**src/rtl/leb128_stream_decoder_pkg.sv**
```systemverilog
// Shared types and helpers for the LEB128 stream decoder.
// State encoding, maximum encoded length and final-byte legality rule.
package leb128_pkg;

    typedef enum logic [1:0] {
        ACCUM = 2'd0,
        HOLD  = 2'd1,
        SKIP  = 2'd2
    } state_t;

    function automatic int unsigned max_bytes(input int unsigned out_w);
        return (out_w + 6) / 7;
    endfunction

    // Bits above the n_valid usable ones must be zero (unsigned) or copies of the top usable bit (signed).
    function automatic logic final_bits_legal(input logic [6:0] payload,
                                              input int unsigned n_valid,
                                              input logic is_signed);
        logic ok;
        ok = 1'b1;
        for (int unsigned i = 0; i < 7; i++) begin
            if (i >= n_valid) begin
                if (is_signed) begin
                    if (payload[i] != payload[n_valid-1]) ok = 1'b0;
                end else if (payload[i]) begin
                    ok = 1'b0;
                end
            end
        end
        return ok;
    endfunction

endpackage

```
**src/rtl/leb128_stream_decoder_if.sv**
```systemverilog
// Byte-in / value-out valid-ready bundle of the LEB128 decoder.
interface leb128_stream_decoder_if #(
    parameter int unsigned OUT_W = 32,
    parameter int unsigned CNT_W = 4
) ();
    logic             in_valid;
    logic             in_ready;
    logic [7:0]       in_byte;
    logic             in_signed;
    logic             out_valid;
    logic             out_ready;
    logic [OUT_W-1:0] out_value;
    logic [CNT_W-1:0] out_byte_cnt;
    logic             out_err;

    modport master (
        output in_valid, in_byte, in_signed, out_ready,
        input  in_ready, out_valid, out_value, out_byte_cnt, out_err
    );

    modport slave (
        input  in_valid, in_byte, in_signed, out_ready,
        output in_ready, out_valid, out_value, out_byte_cnt, out_err
    );
endinterface

```
**src/rtl/leb128_stream_decoder_result_reg.sv**
```systemverilog
// Output holding register: loads a decoded result, holds it until taken.
module leb128_result_reg #(
    parameter int unsigned OUT_W = 32,
    parameter int unsigned CNT_W = 4
) (
    input  logic             clk,
    input  logic             rst,
    input  logic             i_load,
    input  logic [OUT_W-1:0] i_value,
    input  logic [CNT_W-1:0] i_cnt,
    input  logic             i_err,
    input  logic             i_ready,
    output logic             o_valid,
    output logic [OUT_W-1:0] o_value,
    output logic [CNT_W-1:0] o_cnt,
    output logic             o_err
);
    always_ff @(posedge clk) begin
        if (rst) begin
            o_valid <= 1'b0;
            o_value <= '0;
            o_cnt   <= '0;
            o_err   <= 1'b0;
        end else if (i_load) begin
            o_valid <= 1'b1;
            o_value <= i_value;
            o_cnt   <= i_cnt;
            o_err   <= i_err;
        end else if (i_ready) begin
            o_valid <= 1'b0;
        end
    end
endmodule

```
**src/rtl/leb128_stream_decoder.sv**
```systemverilog
// Byte-serial LEB128 decoder (u32/s32/u64/s64), one byte per cycle in, one value out.
// Flags over-long encodings and illegal unused bits in the final byte.
module leb128_stream_decoder
    import leb128_pkg::*;
#(
    parameter int unsigned OUT_W = 32,
    parameter int unsigned CNT_W = 4
) (
    input logic                    clk,
    input logic                    rst,
    leb128_stream_decoder_if.slave bus
);
    localparam int unsigned MAX_BYTES = max_bytes(OUT_W);
    localparam int unsigned LAST      = MAX_BYTES - 1;
    localparam int unsigned N_VALID   = OUT_W - 7 * LAST;

    state_t           r_state, w_state_n;
    logic [CNT_W-1:0] r_cnt, w_cnt_n;
    logic [OUT_W-1:0] r_acc, w_acc_n;
    logic             r_sgn, w_sgn_n;

    logic             w_take, w_first, w_last, w_cont, w_sgn, w_ext, w_legal;
    logic [6:0]       w_payload;
    int unsigned      w_shift;
    logic [OUT_W-1:0] w_placed, w_fill, w_acc_new, w_value;

    logic             w_load, w_res_err;
    logic [CNT_W-1:0] w_res_cnt;

    assign bus.in_ready = (r_state != HOLD) | bus.out_ready;
    assign w_take       = bus.in_valid & bus.in_ready;

    // HOLD also keeps r_cnt at zero, so a byte accepted there starts a fresh value.
    assign w_first   = (r_cnt == '0);
    assign w_last    = (32'(r_cnt) == LAST);
    assign w_payload = bus.in_byte[6:0];
    assign w_cont    = bus.in_byte[7];
    assign w_sgn     = w_first ? bus.in_signed : r_sgn;
    assign w_shift   = 32'(r_cnt) * 7;
    assign w_placed  = OUT_W'(w_payload) << w_shift;
    assign w_fill    = {OUT_W{1'b1}} << (w_shift + 7);
    assign w_ext     = w_sgn & w_payload[6] & ((w_shift + 7) < OUT_W);
    assign w_acc_new = (w_first ? '0 : r_acc) | w_placed;
    assign w_value   = w_acc_new | (w_ext ? w_fill : '0);
    assign w_legal   = !w_last || final_bits_legal(w_payload, N_VALID, w_sgn);

    always_comb begin
        w_state_n = r_state;
        w_cnt_n   = r_cnt;
        w_acc_n   = r_acc;
        w_sgn_n   = r_sgn;
        w_load    = 1'b0;
        w_res_cnt = '0;
        w_res_err = 1'b0;
        case (r_state)
            ACCUM, HOLD: begin
                if (r_state == HOLD && bus.out_ready) w_state_n = ACCUM;
                if (w_take) begin
                    w_sgn_n = w_sgn;
                    if (!w_cont) begin
                        w_load    = 1'b1;
                        w_res_cnt = r_cnt + 1'b1;
                        w_res_err = !w_legal;
                        w_cnt_n   = '0;
                        w_acc_n   = '0;
                        w_state_n = HOLD;
                    end else if (w_last) begin
                        w_load    = 1'b1;
                        w_res_cnt = CNT_W'(MAX_BYTES);
                        w_res_err = 1'b1;
                        w_cnt_n   = '0;
                        w_acc_n   = '0;
                        w_state_n = SKIP;
                    end else begin
                        w_acc_n   = w_acc_new;
                        w_cnt_n   = r_cnt + 1'b1;
                        w_state_n = ACCUM;
                    end
                end
            end
            SKIP: begin
                // An error result still pending at the end of the tail must keep blocking input.
                if (w_take && !w_cont)
                    w_state_n = (bus.out_valid && !bus.out_ready) ? HOLD : ACCUM;
            end
            default: w_state_n = ACCUM;
        endcase
    end

    always_ff @(posedge clk) begin
        if (rst) begin
            r_state <= ACCUM;
            r_cnt   <= '0;
            r_acc   <= '0;
            r_sgn   <= 1'b0;
        end else begin
            r_state <= w_state_n;
            r_cnt   <= w_cnt_n;
            r_acc   <= w_acc_n;
            r_sgn   <= w_sgn_n;
        end
    end

    leb128_result_reg #(
        .OUT_W (OUT_W),
        .CNT_W (CNT_W)
    ) u_result (
        .clk     (clk),
        .rst     (rst),
        .i_load  (w_load),
        .i_value (w_value),
        .i_cnt   (w_res_cnt),
        .i_err   (w_res_err),
        .i_ready (bus.out_ready),
        .o_valid (bus.out_valid),
        .o_value (bus.out_value),
        .o_cnt   (bus.out_byte_cnt),
        .o_err   (bus.out_err)
    );
endmodule

```
**src/flat_wrapper.sv**
```systemverilog
// flat-port wrapper written by rule: the top's interface ports become plain ports
module leb128_stream_decoder_flat import leb128_pkg::*;
#(
    parameter int unsigned OUT_W = 32,
    parameter int unsigned CNT_W = 4
)
  (clk, rst, bus_in_valid, bus_in_byte, bus_in_signed, bus_out_ready, bus_in_ready, bus_out_valid, bus_out_value, bus_out_byte_cnt, bus_out_err);
  leb128_stream_decoder_if #(.OUT_W(OUT_W), .CNT_W(CNT_W)) bus_i ();
  input logic clk;
  input logic rst;
  input wire logic [$bits(bus_i.in_valid)-1:0] bus_in_valid;
  input wire logic [$bits(bus_i.in_byte)-1:0] bus_in_byte;
  input wire logic [$bits(bus_i.in_signed)-1:0] bus_in_signed;
  input wire logic [$bits(bus_i.out_ready)-1:0] bus_out_ready;
  output wire logic [$bits(bus_i.in_ready)-1:0] bus_in_ready;
  output wire logic [$bits(bus_i.out_valid)-1:0] bus_out_valid;
  output wire logic [$bits(bus_i.out_value)-1:0] bus_out_value;
  output wire logic [$bits(bus_i.out_byte_cnt)-1:0] bus_out_byte_cnt;
  output wire logic [$bits(bus_i.out_err)-1:0] bus_out_err;
  assign bus_i.in_valid = bus_in_valid;
  assign bus_i.in_byte = bus_in_byte;
  assign bus_i.in_signed = bus_in_signed;
  assign bus_i.out_ready = bus_out_ready;
  assign bus_in_ready = bus_i.in_ready;
  assign bus_out_valid = bus_i.out_valid;
  assign bus_out_value = bus_i.out_value;
  assign bus_out_byte_cnt = bus_i.out_byte_cnt;
  assign bus_out_err = bus_i.out_err;
  leb128_stream_decoder #(.OUT_W(OUT_W), .CNT_W(CNT_W)) u_core (.clk(clk), .rst(rst), .bus(bus_i));
endmodule
```
**config.mk**
```make
export PLATFORM = sky130hd
export DESIGN_NAME = leb128_stream_decoder_flat
export DESIGN_NICKNAME = d
export VERILOG_FILES = /design/src/rtl/leb128_stream_decoder_pkg.sv /design/src/rtl/leb128_stream_decoder_if.sv /design/src/rtl/leb128_stream_decoder_result_reg.sv /design/src/rtl/leb128_stream_decoder.sv /design/src/flat_wrapper.sv
export SDC_FILE = /design/constraint.sdc
export NUM_CORES = 1
export LEC_CHECK = 0
export CAP_MARGIN = 10
export CORE_UTILIZATION = 50
export DETAILED_ROUTE_END_ITERATION = 8
export GPL_TIMING_DRIVEN = 0
export PLACE_DENSITY = 0.74
export SLEW_MARGIN = 20
export SYNTH_ARGS = -nofsm -noshare
export SYNTH_HDL_FRONTEND = slang
export SYNTH_HIERARCHICAL = 1
export SYNTH_SLANG_ARGS = --single-unit
export TNS_END_PERCENT = 20
```
**constraint.sdc**
```tcl
create_clock -name clk -period 4.8 [get_ports clk]
set_input_delay 1.44 -clock clk [delete_from_list [all_inputs] [get_ports clk]]
set_output_delay 1.44 -clock clk [all_outputs]
set_load 0.01 [all_outputs]
```
==> out/qor.yml, run 1 <==
crit_type: "flip-flop to flip-flop"
synth-main-ff-cell: "dfxtp_1"
multi_input_area_mm2: 0.00229
final_util_pct: 62.7
tightest_slew_ns: 0.876
relSlewSlack_pct: 41.4
p_switching_uw: 401
seq_power_share_pct: 45.9
layout-drive-gt1-share_pct: 7.32
dpl.hpwl_mm: 8.21
ys_async_sr_fraction_pct: 0
rows: 32
period_needed_ns: 4.22
ioPinCount: 52
pre_cts_ws_ns: 0.635
drtIter0Drc: 398
setup_viol: 0
grt_pass1_vias: 3660
fill_cells: 738
cts_hold_buf: 0
syn_inst: 473
grt_pass1_wl_mm: 18.1
cp.required_ns: 5.09
vias_per_cell: 6.10
coreArea_mm2: 0.00781
syn_area_per_cell_um2: 8.65
initial_core_util_pct: 52.4
grt_usage_pct: 27.6
r2r_slack_ns: 0.58
cellPowerDensity_mw_per_mm2: 296
cp_max_fo: 10
wl_per_cell_um: 18.3
cap_violations: 0
route.detailed.drc: 0
status: "finished clean"
internal_power_mw: 1.05
cts_setup_buffers: 0
rsz0062_at_grt: "no"
mostFrequentLayoutCells: "85 x nor2_1, 77 x dfxtp_1, 46 x clkdlybuf4s50_1"
vdd_ir_drop_max_mv: 0.216
min_delay_worst_endpoint: "u_core/r_sgn"
p_clk_share_pct: 37.1
worstHoldPathType: "flip-flop to flip-flop"
wl_mm: 11.6
hold_violations: 0
arrival_ns: 4.51
min_from: "u_core/r_sgn"
die_area_mm2: 0.00855
setup-tns-final_ns: 0
synth_edf_count: 0
synth-seq-cells: 77
startpoint_type: "flip-flop"
via_count: 3872
end_kind: "flip-flop"
synth_area_mm2: 0.00409
syn_nets: 503
rr_endpoint: "u_core/u_result/o_value[25]"
worstRegToRegCells: 15
grt_overflow_total: 0
die_h_um: 92.5
ys_types: 50
grt_max_degree: 13
cts_repair_resize_count: 0
htree_num_levels: 3
layout.nets: 560
period_share_pct: 88.0
ctsLongestPathBuffers: 2
fp.dieW_um: 92.5
gp_congestion: 0.954
p_leak_nw: 1.85
fin_ws_ns: 0.578
whs_path_depth: 2
pwr-share-comb_pct: 17.0
crit-reg2reg-launch: "u_core/r_cnt[0]"
ant_nets: 0
finalMaxSlewViolations: 0
yosysSeqAreaShare_pct: 37.7
seq_area_mm2: 0.00154
antenna_found_initial: 0
yosysWarnings: 6
antenna_cells: 0
clkTransAtPathRegs_ns: 0.08
insertion_delay_ns: 0.35
area_delta_synth_final_pct: 19.5
numCtsBuffers: 9
dr.pass1.iters: 6
maxClockFrequency_ghz: 0.237
cts-root-buf: "clkbuf_8"
cts_tree: "built"
final_common_cell: "nor2_1"
finalClockSkew_ns: 0.00859
swShare_pct: 27.7
cts_sinks: 77
port_buffers: 46
-- routing by layer --
metal,up-vias,GRT usage (%),routed length [µm]
met5,-,0,0
li1,1786,-,-
met2,233,44.4,5380
met3,35,5.67,1190
met4,0,13.9,362
met1,1818,34.9,4700
-- synth_stat cells, types with 2 or more instances --
| cell | instances | area share (%) |
|---|---|---|
| o21ai_0 | 34 | 4.2 |
| o21ba_2 | 2 | 0.49 |
| nor3_1 | 16 | 2.0 |
| buf_12 | 2 | 0.98 |
| buf_6 | 3 | 0.83 |
| a22oi_1 | 38 | 7.0 |
| nor2_1 | 85 | 7.8 |
| nand2b_1 | 4 | 0.61 |
| nor4b_4 | 2 | 1.2 |
| fa_1 | 3 | 1.5 |
| xor2_1 | 2 | 0.43 |
| ha_1 | 14 | 4.3 |
| o21ai_1 | 2 | 0.24 |
| nand4_1 | 5 | 0.76 |
| inv_1 | 14 | 1.3 |
| nand3_1 | 3 | 0.37 |
| or3_1 | 3 | 0.46 |
| xnor2_1 | 4 | 0.86 |
| dfxtp_1 | 77 | 38 |
| buf_4 | 2 | 0.37 |
| nor2b_1 | 6 | 0.92 |
| and3_1 | 2 | 0.31 |
| buf_2 | 7 | 0.86 |
| o21a_1 | 3 | 0.55 |
| a31oi_1 | 2 | 0.31 |
| o31a_1 | 5 | 1.1 |
| clkbuf_1 | 22 | 2.0 |
| a21oi_1 | 22 | 2.7 |
| nand2_1 | 19 | 1.7 |
| a32oi_1 | 13 | 2.8 |
| mux2i_1 | 38 | 9.3 |
-- critical path: stages (launching register included) --
cell and delay [ns]:
dfxtp_1 0.42, buf_2 0.26, inv_1 0.15, ha_1 0.43, xor2_1 0.55, xnor2_1 0.22
inv_1 0.09, fa_1 0.46, nor2b_1 0.19, nand4_1 0.10, o21ai_1 0.18, nand3b_1 0.32
clkbuf_1 0.29, o21ai_0 0.29, mux2i_1 0.12, nor2_1 0.09
-- how the worst max path moves through the flow --
| stage | start | end | slack (ns) |
|---|---|---|---|
| CTS | bus_out_ready | bus_in_ready | 0.63 |
| floorplan | u_core/r_cnt[0] | u_core/u_result/o_value[22] | 1.52 |
| global route | u_core/r_cnt[0] | u_core/u_result/o_value[26] | 0.32 |
| global placement | bus_out_ready | bus_in_ready | 0.68 |
| detailed placement | bus_out_ready | bus_in_ready | 0.64 |
| finish | u_core/r_cnt[0] | u_core/u_result/o_value[25] | 0.58 |
-- area by class of cell --
cell class,instances,share of cell area (%)
Timing Repair Buffer,46,9.41
Sequential cell,77,31.5
Buffer,36,4.22
Multi-Input combinational cell,345,46.8
Clock buffer,10,2.81
Inverter,15,1.15
Clock inverter,4,1.51
Tap cell,102,2.61
-- power by group through the flow --
stage	Sequential, mW	Combinational (mW)	Clock [mW]
final	0.665	0.246	0.536
after CTS	0.665	0.240	0.541
after detailed placement	0.680	0.238	0
after global placement	0.679	0.237	0
after global routing	0.667	0.261	0.569
after floorplan	0.684	0.145	0
-- sequential cells by signal (all words and copies together) (netlist names) --
signal / flops
u_core/u_result/o_cnt: 4
u_core/u_result/o_value: 32
u_core/u_result/o_valid: 1
u_core/r_acc: 32
u_core/r_state: 2
u_core/u_result/o_err: 1
u_core/r_sgn: 1
u_core/r_cnt: 4
-- cell families (layout without fill, tap and decap cells) --
logic type / count (synthesis) / after routing / synth area share (%)
buf+inv: 51 / 111 / 6.42
xor+xnor: 7 / 7 / 1.68
simple gates: 158 / 158 / 19.1
compound gates: 125 / 125 / 20.1
fa+ha+maj: 17 / 17 / 5.75
flops: 77 / 77 / 37.7
mux: 38 / 38 / 9.29
-- per-stage QoR --
| stage | area [µm²] | hold slack [ns] | power (mW) | cells |
|---|---|---|---|---|
| 6_report | 4890 | 0.487 | 1.45 | 635 |
| 5_1_grt | 4890 | 0.503 | 1.50 | 635 |
| 4_1_cts | 4890 | 0.479 | 1.45 | 635 |
| 3_5_place_dp | 4680 | 0.468 | 0.918 | 621 |
| 3_3_place_gp | 4680 | 0.459 | 0.916 | 621 |
| 2_1_floorplan | 4090 | 0.450 | 0.829 | 473 |
Power figures use the tool's default switching activity.
==> run 2, diff against run 1 <==
--- a/config.mk
+++ b/config.mk
@@ -6,10 +6,10 @@
 export NUM_CORES = 1
 export LEC_CHECK = 0
 export CAP_MARGIN = 10
-export CORE_UTILIZATION = 50
+export CORE_UTILIZATION = 55
 export DETAILED_ROUTE_END_ITERATION = 8
 export GPL_TIMING_DRIVEN = 0
-export PLACE_DENSITY = 0.74
+export PLACE_DENSITY = 0.8
 export SLEW_MARGIN = 20
 export SYNTH_ARGS = -nofsm -noshare
 export SYNTH_HDL_FRONTEND = slang
==> out/qor.yml, run 2 (synthesized netlist as in run 1, its figures left out) <==
fp.dieW_um: 88.3
ioPinCount: 52
vias_per_cell: 6.15
mostFrequentLayoutCells: "85 x nor2_1, 77 x dfxtp_1, 46 x clkdlybuf4s50_1"
p_leak_nw: 1.84
use_met1_pct: 40.3
cap_violations: 0
tightest_slew_ns: 0.858
initial_core_util_pct: 56.7
r2r_slack_ns: 0.49
die_area_mm2: 0.00779
port_buffers: 46
layout.nets: 560
worst-path-stages: 13
cts-root-buf: "clkbuf_8"
crit-reg2reg-launch: "u_core/r_cnt[0]"
final_common_cell: "nor2_1"
crit_path_max_incr_delay_ns: 0.66
cts_hold_buf: 0
use_met2_pct: 50.3
vdd_ir_drop_max_mv: 0.235
rr_endpoint: "u_core/u_result/o_value[21]"
grt_overflow_total: 0
crit_type: "flip-flop to flip-flop"
wl_per_cell_um: 18.4
relSlewSlack_pct: 42.6
multi_input_area_mm2: 0.00229
dpl.hpwl_mm: 8.15
startpoint_type: "flip-flop"
grt_max_degree: 14
ctsLongestPathBuffers: 2
crit_family: "adder cells"
wl_mm: 11.7
area_delta_synth_final_pct: 19.1
rsz0062_at_grt: "no"
period_needed_ns: 4.31
stdcell_count: 634
arrival_ns: 4.59
grt_pass1_wl_mm: 18.7
clkTransAtPathRegs_ns: 0.08
finalClockSkew_ns: 0.00922
cp_max_fo: 10
rows: 31
whs_path_depth: 2
grt_pass1_vias: 3686
min_from: "u_core/u_result/o_cnt[2]"
cts_repair_resize_count: 0
dp_cells: 618
setup-tns-final_ns: 0
cts_sinks: 77
crit_buf_inv: 4
seq_area_mm2: 0.00154
cts_tree: "built"
met3_usage_pct: 8.58
route.detailed.drc: 0
reg_top3: "u_core/r_acc: 32 flops, u_core/u_result/o_value: 32 flops"
ant_nets: 0
whs_ns: 0.494
cp.required_ns: 5.08
grt-busiest-layer: "met2"
worstHoldPathType: "flip-flop to flip-flop"
crit_chain: "buf_2 > inv_1 > ha_1 > xor2_1 > xnor2_1 > inv_1 > fa_1 > clkbuf_1 > nor2_1 > o21ba_2 > o21ai_0 > mux2i_1 > nor2_1"
finalMaxSlewViolations: 0
startpoint: "u_core/r_cnt[0]"
coreArea_mm2: 0.00721
antenna_cells: 0
cts_setup_buffers: 0
maxClockFrequency_ghz: 0.232
grt_usage_pct: 31.8
layout-drive-gt1-share_pct: 7.66
end_kind: "flip-flop"
htree_num_levels: 3
worstRegToRegCells: 13
gp_congestion: 0.928
antenna_found_initial: 0
cp_slowest_cell: "fa_1"
status: "finished clean"
drtIter0Drc: 410
fill_cells: 619
dr.pass1.iters: 6
numCtsBuffers: 9
die_h_um: 88.3
min_delay_worst_endpoint: "u_core/u_result/o_cnt[2]"
setup_viol: 0
power_mw: 1.41
pre_cts_ws_ns: 0.658
period_share_pct: 89.7
cellPowerDensity_mw_per_mm2: 290
via_count: 3901
fin_ws_ns: 0.494
insertion_delay_ns: 0.36
hold_violations: 0
-- run 2: cell types whose count changed in the layout (fill, tap and decap cells not counted), sizes merged --
cell | previous run | this run
bufinv | 2 | 1
clkinv | 2 | 3
clkinvlp | 0 | 1
inv | 15 | 16
-- run 2: worst max-delay path by stage --
| stage | end | slack (ns) |
|---|---|---|
| floorplan | u_core/u_result/o_value[22] | 1.52 |
| global placement | bus_in_ready | 0.68 |
| detailed placement | bus_in_ready | 0.66 |
| CTS | u_core/u_result/o_value[25] | 0.63 |
| global route | u_core/u_result/o_value[26] | 0.25 |
| finish | u_core/u_result/o_value[21] | 0.49 |
-- run 2: worst reg2reg max path, cell delays in order (launching register included) --
cell and delay, ns:
dfxtp_1 0.43, buf_2 0.27, inv_1 0.16, ha_1 0.44, xor2_1 0.58, xnor2_1 0.22, inv_1 0.09, fa_1 0.66
clkbuf_1 0.49, nor2_1 0.14, o21ba_2 0.24, o21ai_0 0.28, mux2i_1 0.12, nor2_1 0.13
-- run 2: routing by layer --
layer,vias to the layer above,routed length [µm]
li1,1787,-
met1,1852,4740
met2,224,5370
met3,38,1180
met4,0,404
met5,-,0
-- run 2: power by group --
group	internal [mW]	switching, mW	total, mW
Combinational	0.0896	0.157	0.247
Sequential	0.655	0.00977	0.665
Clock	0.253	0.249	0.502
Total	0.998	0.416	1.41
-- run 2: area by class of cell --
class	count	area share (%)
inverters	15	1.15
clock buffers	10	2.82
well taps	99	2.54
clock inverters	6	1.26
repair buffers	46	9.44
plain buffers	36	4.23
flip-flops and latches	77	31.6
multi-input cells	345	46.9
-- run 2: stage by stage --
stage / utilization, % / cell area, µm²
2_1_floorplan: - / 4090
3_3_place_gp: 64.8 / 4680
3_5_place_dp: 64.8 / 4680
4_1_cts: 67.6 / 4880
5_1_grt: 67.6 / 4880
6_report: 67.6 / 4880
